[src/rtl/bsg_credit_arb_pkg.sv]
// Shared types for the credit-flow-controlled round-robin arbiter.
package bsg_credit_arb_pkg;

  typedef enum logic [0:0] {
    StArb,
    StLock
  } arb_state_e;

endpackage

[src/rtl/bsg_credit_arb_rr_sel.sv]
// Round-robin first-request finder: search starts at i_ptr and wraps modulo num_req_p.
module bsg_credit_arb_rr_sel #(
  parameter int unsigned num_req_p = 4,
  localparam int unsigned lg_req_lp = (num_req_p > 1) ? $clog2(num_req_p) : 1
) (
  input  logic [num_req_p-1:0] i_req,
  input  logic [lg_req_lp-1:0] i_ptr,
  output logic [num_req_p-1:0] o_grant,
  output logic [lg_req_lp-1:0] o_idx
);

  logic        w_found;
  int unsigned w_j;

  always_comb begin
    o_grant = '0;
    o_idx   = '0;
    w_found = 1'b0;
    w_j     = 0;
    for (int unsigned k = 0; k < num_req_p; k++) begin
      w_j = 32'(i_ptr) + k;
      if (w_j >= num_req_p) w_j = w_j - num_req_p;
      if (!w_found && i_req[w_j[lg_req_lp-1:0]]) begin
        w_found                        = 1'b1;
        o_grant[w_j[lg_req_lp-1:0]]    = 1'b1;
        o_idx                          = w_j[lg_req_lp-1:0];
      end
    end
  end

endmodule

[src/rtl/bsg_credit_arb_rr.sv]
// Packet-atomic round-robin arbiter feeding one credit-flow-controlled output channel.
module bsg_credit_arb_rr
  import bsg_credit_arb_pkg::*;
#(
  parameter int unsigned num_req_p                       = 4,
  parameter int unsigned max_credits_p                   = 16,
  parameter int unsigned lg_credit_to_token_decimation_p = 0,
  localparam int unsigned credit_w_lp = $clog2(max_credits_p + 1),
  localparam int unsigned lg_req_lp   = (num_req_p > 1) ? $clog2(num_req_p) : 1
) (
  input  logic                   clk_i,
  input  logic                   reset_i,
  input  logic [num_req_p-1:0]   v_i,
  input  logic [num_req_p-1:0]   last_i,
  output logic [num_req_p-1:0]   yumi_o,
  output logic                   v_o,
  output logic [num_req_p-1:0]   grant_o,
  input  logic                   token_i,
  input  logic                   infinite_credits_i,
  output logic [credit_w_lp-1:0] credits_o,
  output logic                   error_o
);

  // Wide enough to hold credits + one token without wrapping before the clamp.
  localparam int unsigned sum_w_lp = credit_w_lp + lg_credit_to_token_decimation_p + 1;
  localparam logic [sum_w_lp-1:0] token_val_lp =
    sum_w_lp'(1) << lg_credit_to_token_decimation_p;
  localparam logic [sum_w_lp-1:0] max_lp = sum_w_lp'(max_credits_p);

  arb_state_e             r_state, w_state_d;
  logic [lg_req_lp-1:0]   r_lock_idx, w_lock_idx_d;
  logic [lg_req_lp-1:0]   r_ptr, w_ptr_d;
  logic [credit_w_lp-1:0] r_credits, w_credits_d;
  logic                   r_error, w_error_d;

  logic [num_req_p-1:0] w_sel_grant, w_grant;
  logic [lg_req_lp-1:0] w_sel_idx, w_winner;
  logic                 w_avail, w_send, w_last;
  logic [sum_w_lp-1:0]  w_sum;

  bsg_credit_arb_rr_sel #(
    .num_req_p(num_req_p)
  ) u_sel (
    .i_req  (v_i),
    .i_ptr  (r_ptr),
    .o_grant(w_sel_grant),
    .o_idx  (w_sel_idx)
  );

  assign w_avail = (r_credits != '0) | infinite_credits_i;

  // Grant depends only on v_i and state; credits gate yumi, never grant.
  always_comb begin
    w_grant  = '0;
    w_winner = w_sel_idx;
    if (!reset_i) begin
      if (r_state == StArb) begin
        w_grant = w_sel_grant;
      end else begin
        w_winner             = r_lock_idx;
        w_grant[r_lock_idx]  = v_i[r_lock_idx];
      end
    end
  end

  assign grant_o = w_grant;
  assign yumi_o  = w_grant & {num_req_p{w_avail}};
  assign w_send  = |yumi_o;
  assign v_o     = w_send;
  assign w_last  = |(yumi_o & last_i);

  always_comb begin
    w_state_d    = r_state;
    w_lock_idx_d = r_lock_idx;
    w_ptr_d      = r_ptr;
    if (w_send) begin
      if (w_last) begin
        w_state_d = StArb;
        w_ptr_d   = (w_winner == lg_req_lp'(num_req_p - 1)) ? '0 : w_winner + 1'b1;
      end else if (r_state == StArb) begin
        w_state_d    = StLock;
        w_lock_idx_d = w_winner;
      end
    end
  end

  always_comb begin
    w_error_d = r_error;
    w_sum     = sum_w_lp'(r_credits) + (token_i ? token_val_lp : '0);
    if (w_send && (w_sum != '0)) w_sum = w_sum - 1'b1;
    if (w_sum > max_lp) begin
      w_sum     = max_lp;
      w_error_d = 1'b1;
    end
    w_credits_d = w_sum[credit_w_lp-1:0];
  end

  always_ff @(posedge clk_i) begin
    if (reset_i) begin
      r_state    <= StArb;
      r_lock_idx <= '0;
      r_ptr      <= '0;
      r_credits  <= credit_w_lp'(max_credits_p);
      r_error    <= 1'b0;
    end else begin
      r_state    <= w_state_d;
      r_lock_idx <= w_lock_idx_d;
      r_ptr      <= w_ptr_d;
      r_credits  <= w_credits_d;
      r_error    <= w_error_d;
    end
  end

  assign credits_o = r_credits;
  assign error_o   = r_error;

endmodule

[config.mk]
export PLATFORM = sky130hd
export DESIGN_NAME = bsg_credit_arb_rr
export DESIGN_NICKNAME = d
export VERILOG_FILES = /design/src/rtl/bsg_credit_arb_pkg.sv /design/src/rtl/bsg_credit_arb_rr_sel.sv /design/src/rtl/bsg_credit_arb_rr.sv
export SDC_FILE = /design/constraint.sdc
export NUM_CORES = 1
export LEC_CHECK = 0
export ABC_AREA = 1
export BUFFER_PORTS_ARGS = -buffer_cell sky130_fd_sc_hd__buf_2
export CORE_MARGIN = 8
export CORE_UTILIZATION = 30
export CTS_CLUSTER_SIZE = 10
export DETAILED_ROUTE_END_ITERATION = 10
export GPL_TIMING_DRIVEN = 0
export PLACE_DENSITY = 0.53
export SLEW_MARGIN = 5
export SYNTH_ARGS = -nofsm -noshare
export SYNTH_HDL_FRONTEND = slang
export SYNTH_SLANG_ARGS = --single-unit
[constraint.sdc]
create_clock -name clk_i -period 7.2 [get_ports clk_i]
set_input_delay 0.72 -clock clk_i [delete_from_list [all_inputs] [get_ports clk_i]]
set_output_delay 0.72 -clock clk_i [all_outputs]
set_load 0.01 [all_outputs]
==> parameters.txt <==
Parameter                              Value

Clock tree
  TritonCTS Sinks    11
  Longest Clk Path Bufs    2
  Clock H-tree levels    1
  CTS resizes    0
  Clock tree from TritonCTS    done
  Post-CTS setup repair buffer count    0
  Number of buffers inserted for hold repair after clock tree synthesis    0
  Clock input transition at the sequential cells of the worst setup and hold paths    0.05 ns
  CTS root buf    clkbuf_8
  Number of clock buffers inserted by TritonCTS    3
  Clock insertion delay at the later pin of the skew report    0.23 ns

STA
  Fmax    294.3 MHz
  Transition time of the tightest slew-check pin    0.4307 ns
  Min cycle time layout    3.398 ns
  RSZ-0062 raised after global routing    false
  Worst-case clock skew    0.004325 ns
  Post-route worst setup slack    3.802 ns
  Relative slew slack    71.25%
  Sum Neg Setup Slack    0 ns
  Final slew viol count    0
  Final setup viols    0
  Count of endpoints failing hold in the final timing report    0
  Post-route clock period utilization    47.19%

Die
  Die outline area    7124 sq um
  Vert. Die Dim    84.41 um
  Effective utilization at floorplan    30.32%
  FP Rows    25
  Floorplan Core Area    4629 sq um
  Horizontal die dimension    84.41 um
  I/O Pins    27

Power and ir drop
  P_int    378.1 uW
  Net switching power    516.1 uW
  Leak    0.9139 nW
  Sequential cell fraction of total power    13.8%
  Max VDD drop    0.2020 mV
  Switching portion of total power    57.72%
  Power Total    894.2 uW
  Power per cell area    543.1 nW/um^2
  Clock power share    6.8%
  Combinational cell fraction of total power    79.5%

Worst setup path
  Type of element launching the critical path    flop
  Max stage delay on crit path    0.55 ns
  Flop-to-flop setup slack    4.22 ns
  Sequence of cells on the critical path    inv_1 -> ha_1 -> inv_1 -> nand3_2 -> nand2_4 -> nand3_4 -> nor2_4 -> nand2_1 -> nand3_2 -> nand3_2 -> nand2_2 -> inv_2 -> nand2_4 -> buf_2
  Required time of the worst setup path    6.48 ns
  Max stage delay cell, worst path    dfxtp_1
  Crit path DAT    2.68 ns
  Critical path buffers and inverters    4
  Nature of the critical path endpoint    primary output
  WS Path Type    reg2out
  Most frequent cell on the critical path    nand3_2
  Family with the most delay on the worst path    simple AND/OR/NAND/NOR gates
  Maximum fanout along the worst path    8

Detailed routing
  Residual DRC    0
  Wirelength per Cell    11.04 um
  First DRT Iteration DRCs    61
  Antenna viol nets, final    0
  Routed vias/inst    4.548
  Total via count after detailed routing    1,378
  Aggregate routed wire length    3.344 mm
  First drt pass iteration count    4

Final layout
  Fraction of final layout cells sized beyond drive strength 1    26.91%
  Final design instance area without fill    1647 sq um
  Final non-filler cell total    303
  Leading cell type in the layout, fill and taps excluded    nand2_1
  Most frequent cells in the layout    53 x nand2_1, 37 x inv_1, 26 x buf_2
  Synthesis-to-layout area growth    17.29%
  Final #Nets    274
  Number of fillers in the final layout    535
  Count of antenna diodes in the layout    0

Synthesis
  Synthesized netlist cell count    219
  Main combinational cell family by area after synthesis    simple AND/OR/NAND/NOR gates
  Fraction of the mapped netlist area in simple logic gates    48.40%
  Number of flip-flops and latches in the synthesized netlist    11
  Syn Nets    243
  Multiplexer fraction of the synthesized cell area    0%
  Xor-xnor portion of the synthesized cell area    4.367%
  Mapped cell area    1404 sq um
  Mapped Avg Cell Area    6.410 sq um
  Sequential fraction of the synthesis area    15.69%
  Number of distinct standard cells referenced by the synthesized netlist    28
  Yosys warning count    0
  Area fraction in compound gates after synthesis    9.626%
  Synth Area in Adders    10.70%

Placement
  Detailed placement HPWL    2.849 mm
  Pre-CTS setup slack    4.018 ns
  Global placer's final weighted congestion    0.7494
  Port buffer count    26
  DP Cell Count    299
  Cell Area, Placed    1602 sq um

Global routing
  Global-route total usage across every layer    9.766%
  Remaining global-route overflow    0
  Largest net degree at the start of global routing    12
  Number of antenna violations at the first check in global routing    0
  Via count of the first global-routing pass    1,314
  Wire length of the first global-routing pass    5.920 mm

Outcome
  Run status    completed

Min path
  Worst hold-check path type    reg2reg

Flow run
  # Max-Cap Violations    0
==> cells in the mapped netlist <==
cell type	n	area share (%)
a211oi_1	2	1.1
nand3_1	17	6.1
xor2_1	7	4.4
nor3_1	1	0.36
a21oi_1	11	3.9
nand3_2	11	7.8
and3_1	1	0.45
dfxtp_1	11	16
nor4_1	1	0.45
o21ai_2	2	1.2
nand2_1	53	14
nor2_2	1	0.45
nor2_1	16	4.3
nand4_2	1	0.89
nor3_2	1	0.71
nand3b_1	1	0.53
a31oi_1	2	0.89
o21ai_0	5	1.8
or2_2	1	0.45
inv_1	37	9.9
nand4_1	2	0.89
inv_2	5	1.3
nand2_4	4	3.2
nor2_4	2	1.6
ha_1	12	11
nand2_2	8	3.6
nand3_4	2	2.5
o21ai_1	2	0.71
==> per-stage QoR <==
step                hold WS (ns)  utilization (%)
floorplan                 0.5188                -
global placement          0.5201            34.59
detailed placement        0.5232            34.59
CTS                       0.5361            35.57
global route              0.5912            35.57
finish                    0.5276            35.57
==> logic make-up (layout without fill, tap and decap cells) <==
group	after synthesis	after routing
buffers and inverters	42	72
adders and majority gates	12	12
xor gates and xnor gates	7	7
AOI/OAI and AO/OA	24	24
and+or+nand+nor	123	123
DFF	11	11
==> worst register-to-register path, cell delays in order, from the launching register on <==
cell and delay [ns]:
dfxtp_1 0.55, inv_1 0.26, ha_1 0.42, inv_1 0.11
nand3_2 0.10, nand2_4 0.11, nand3_4 0.07, nor2_4 0.17
nand2_1 0.09, nand3_2 0.10, nand3_2 0.08, nand2_2 0.11
inv_2 0.05, nand2_4 0.09, inv_2 0.05, nand2_1 0.05
nand2_1 0.07, nor2_1 0.10, nand2_1 0.07, nand2_2 0.08
nand3_1 0.07, nand2_1 0.06, inv_1 0.04
==> power groups by stage <==
stage / Clock, mW / Combinational, mW / Sequential [mW]
5_1_grt: 0.0670 / 0.810 / 0.129
4_1_cts: 0.0623 / 0.719 / 0.124
6_report: 0.0605 / 0.711 / 0.123
3_3_place_gp: 0 / 0.714 / 0.125
2_1_floorplan: 0 / 0.559 / 0.121
3_5_place_dp: 0 / 0.718 / 0.125
==> per-layer routing <==
layer  up-vias  track usage [%]  part of all wire [%]  wire length, um
met5         -                0                     0                0
met4         0            2.427                  0.93               31
met3         4            1.854                   4.7              158
met2        31            14.04                    39             1317
met1       588            14.24                    55             1837
li1        755                -                     -                -
==> layout make-up <==
| cell class | count | area [sq um] | area share (%) |
|---|---|---|---|
| inverter | 42 | 157.7 | 9.574 |
| clock buffer | 4 | 45.04 | 2.736 |
| tap | 54 | 67.56 | 4.103 |
| multi-input combinational | 166 | 1026 | 62.31 |
| timing repair buffer | 26 | 130.1 | 7.903 |
| sequential | 11 | 220.2 | 13.37 |
==> worst paths after layout <==
kind,end,cells after the start,start
setup reg to reg,error_o,22,r_ptr[1]
hold reg to reg,error_o,4,error_o
hold / removal,error_o,4,error_o
setup / recovery,v_o,14,r_ptr[1]
==> flip-flops by register name, summed over array words and instances (netlist names) <==
signal,cells
r_state,1
error_o,1
r_ptr,2
r_lock_idx,2
credits_o,5
Power figures use the tool's default switching activity.
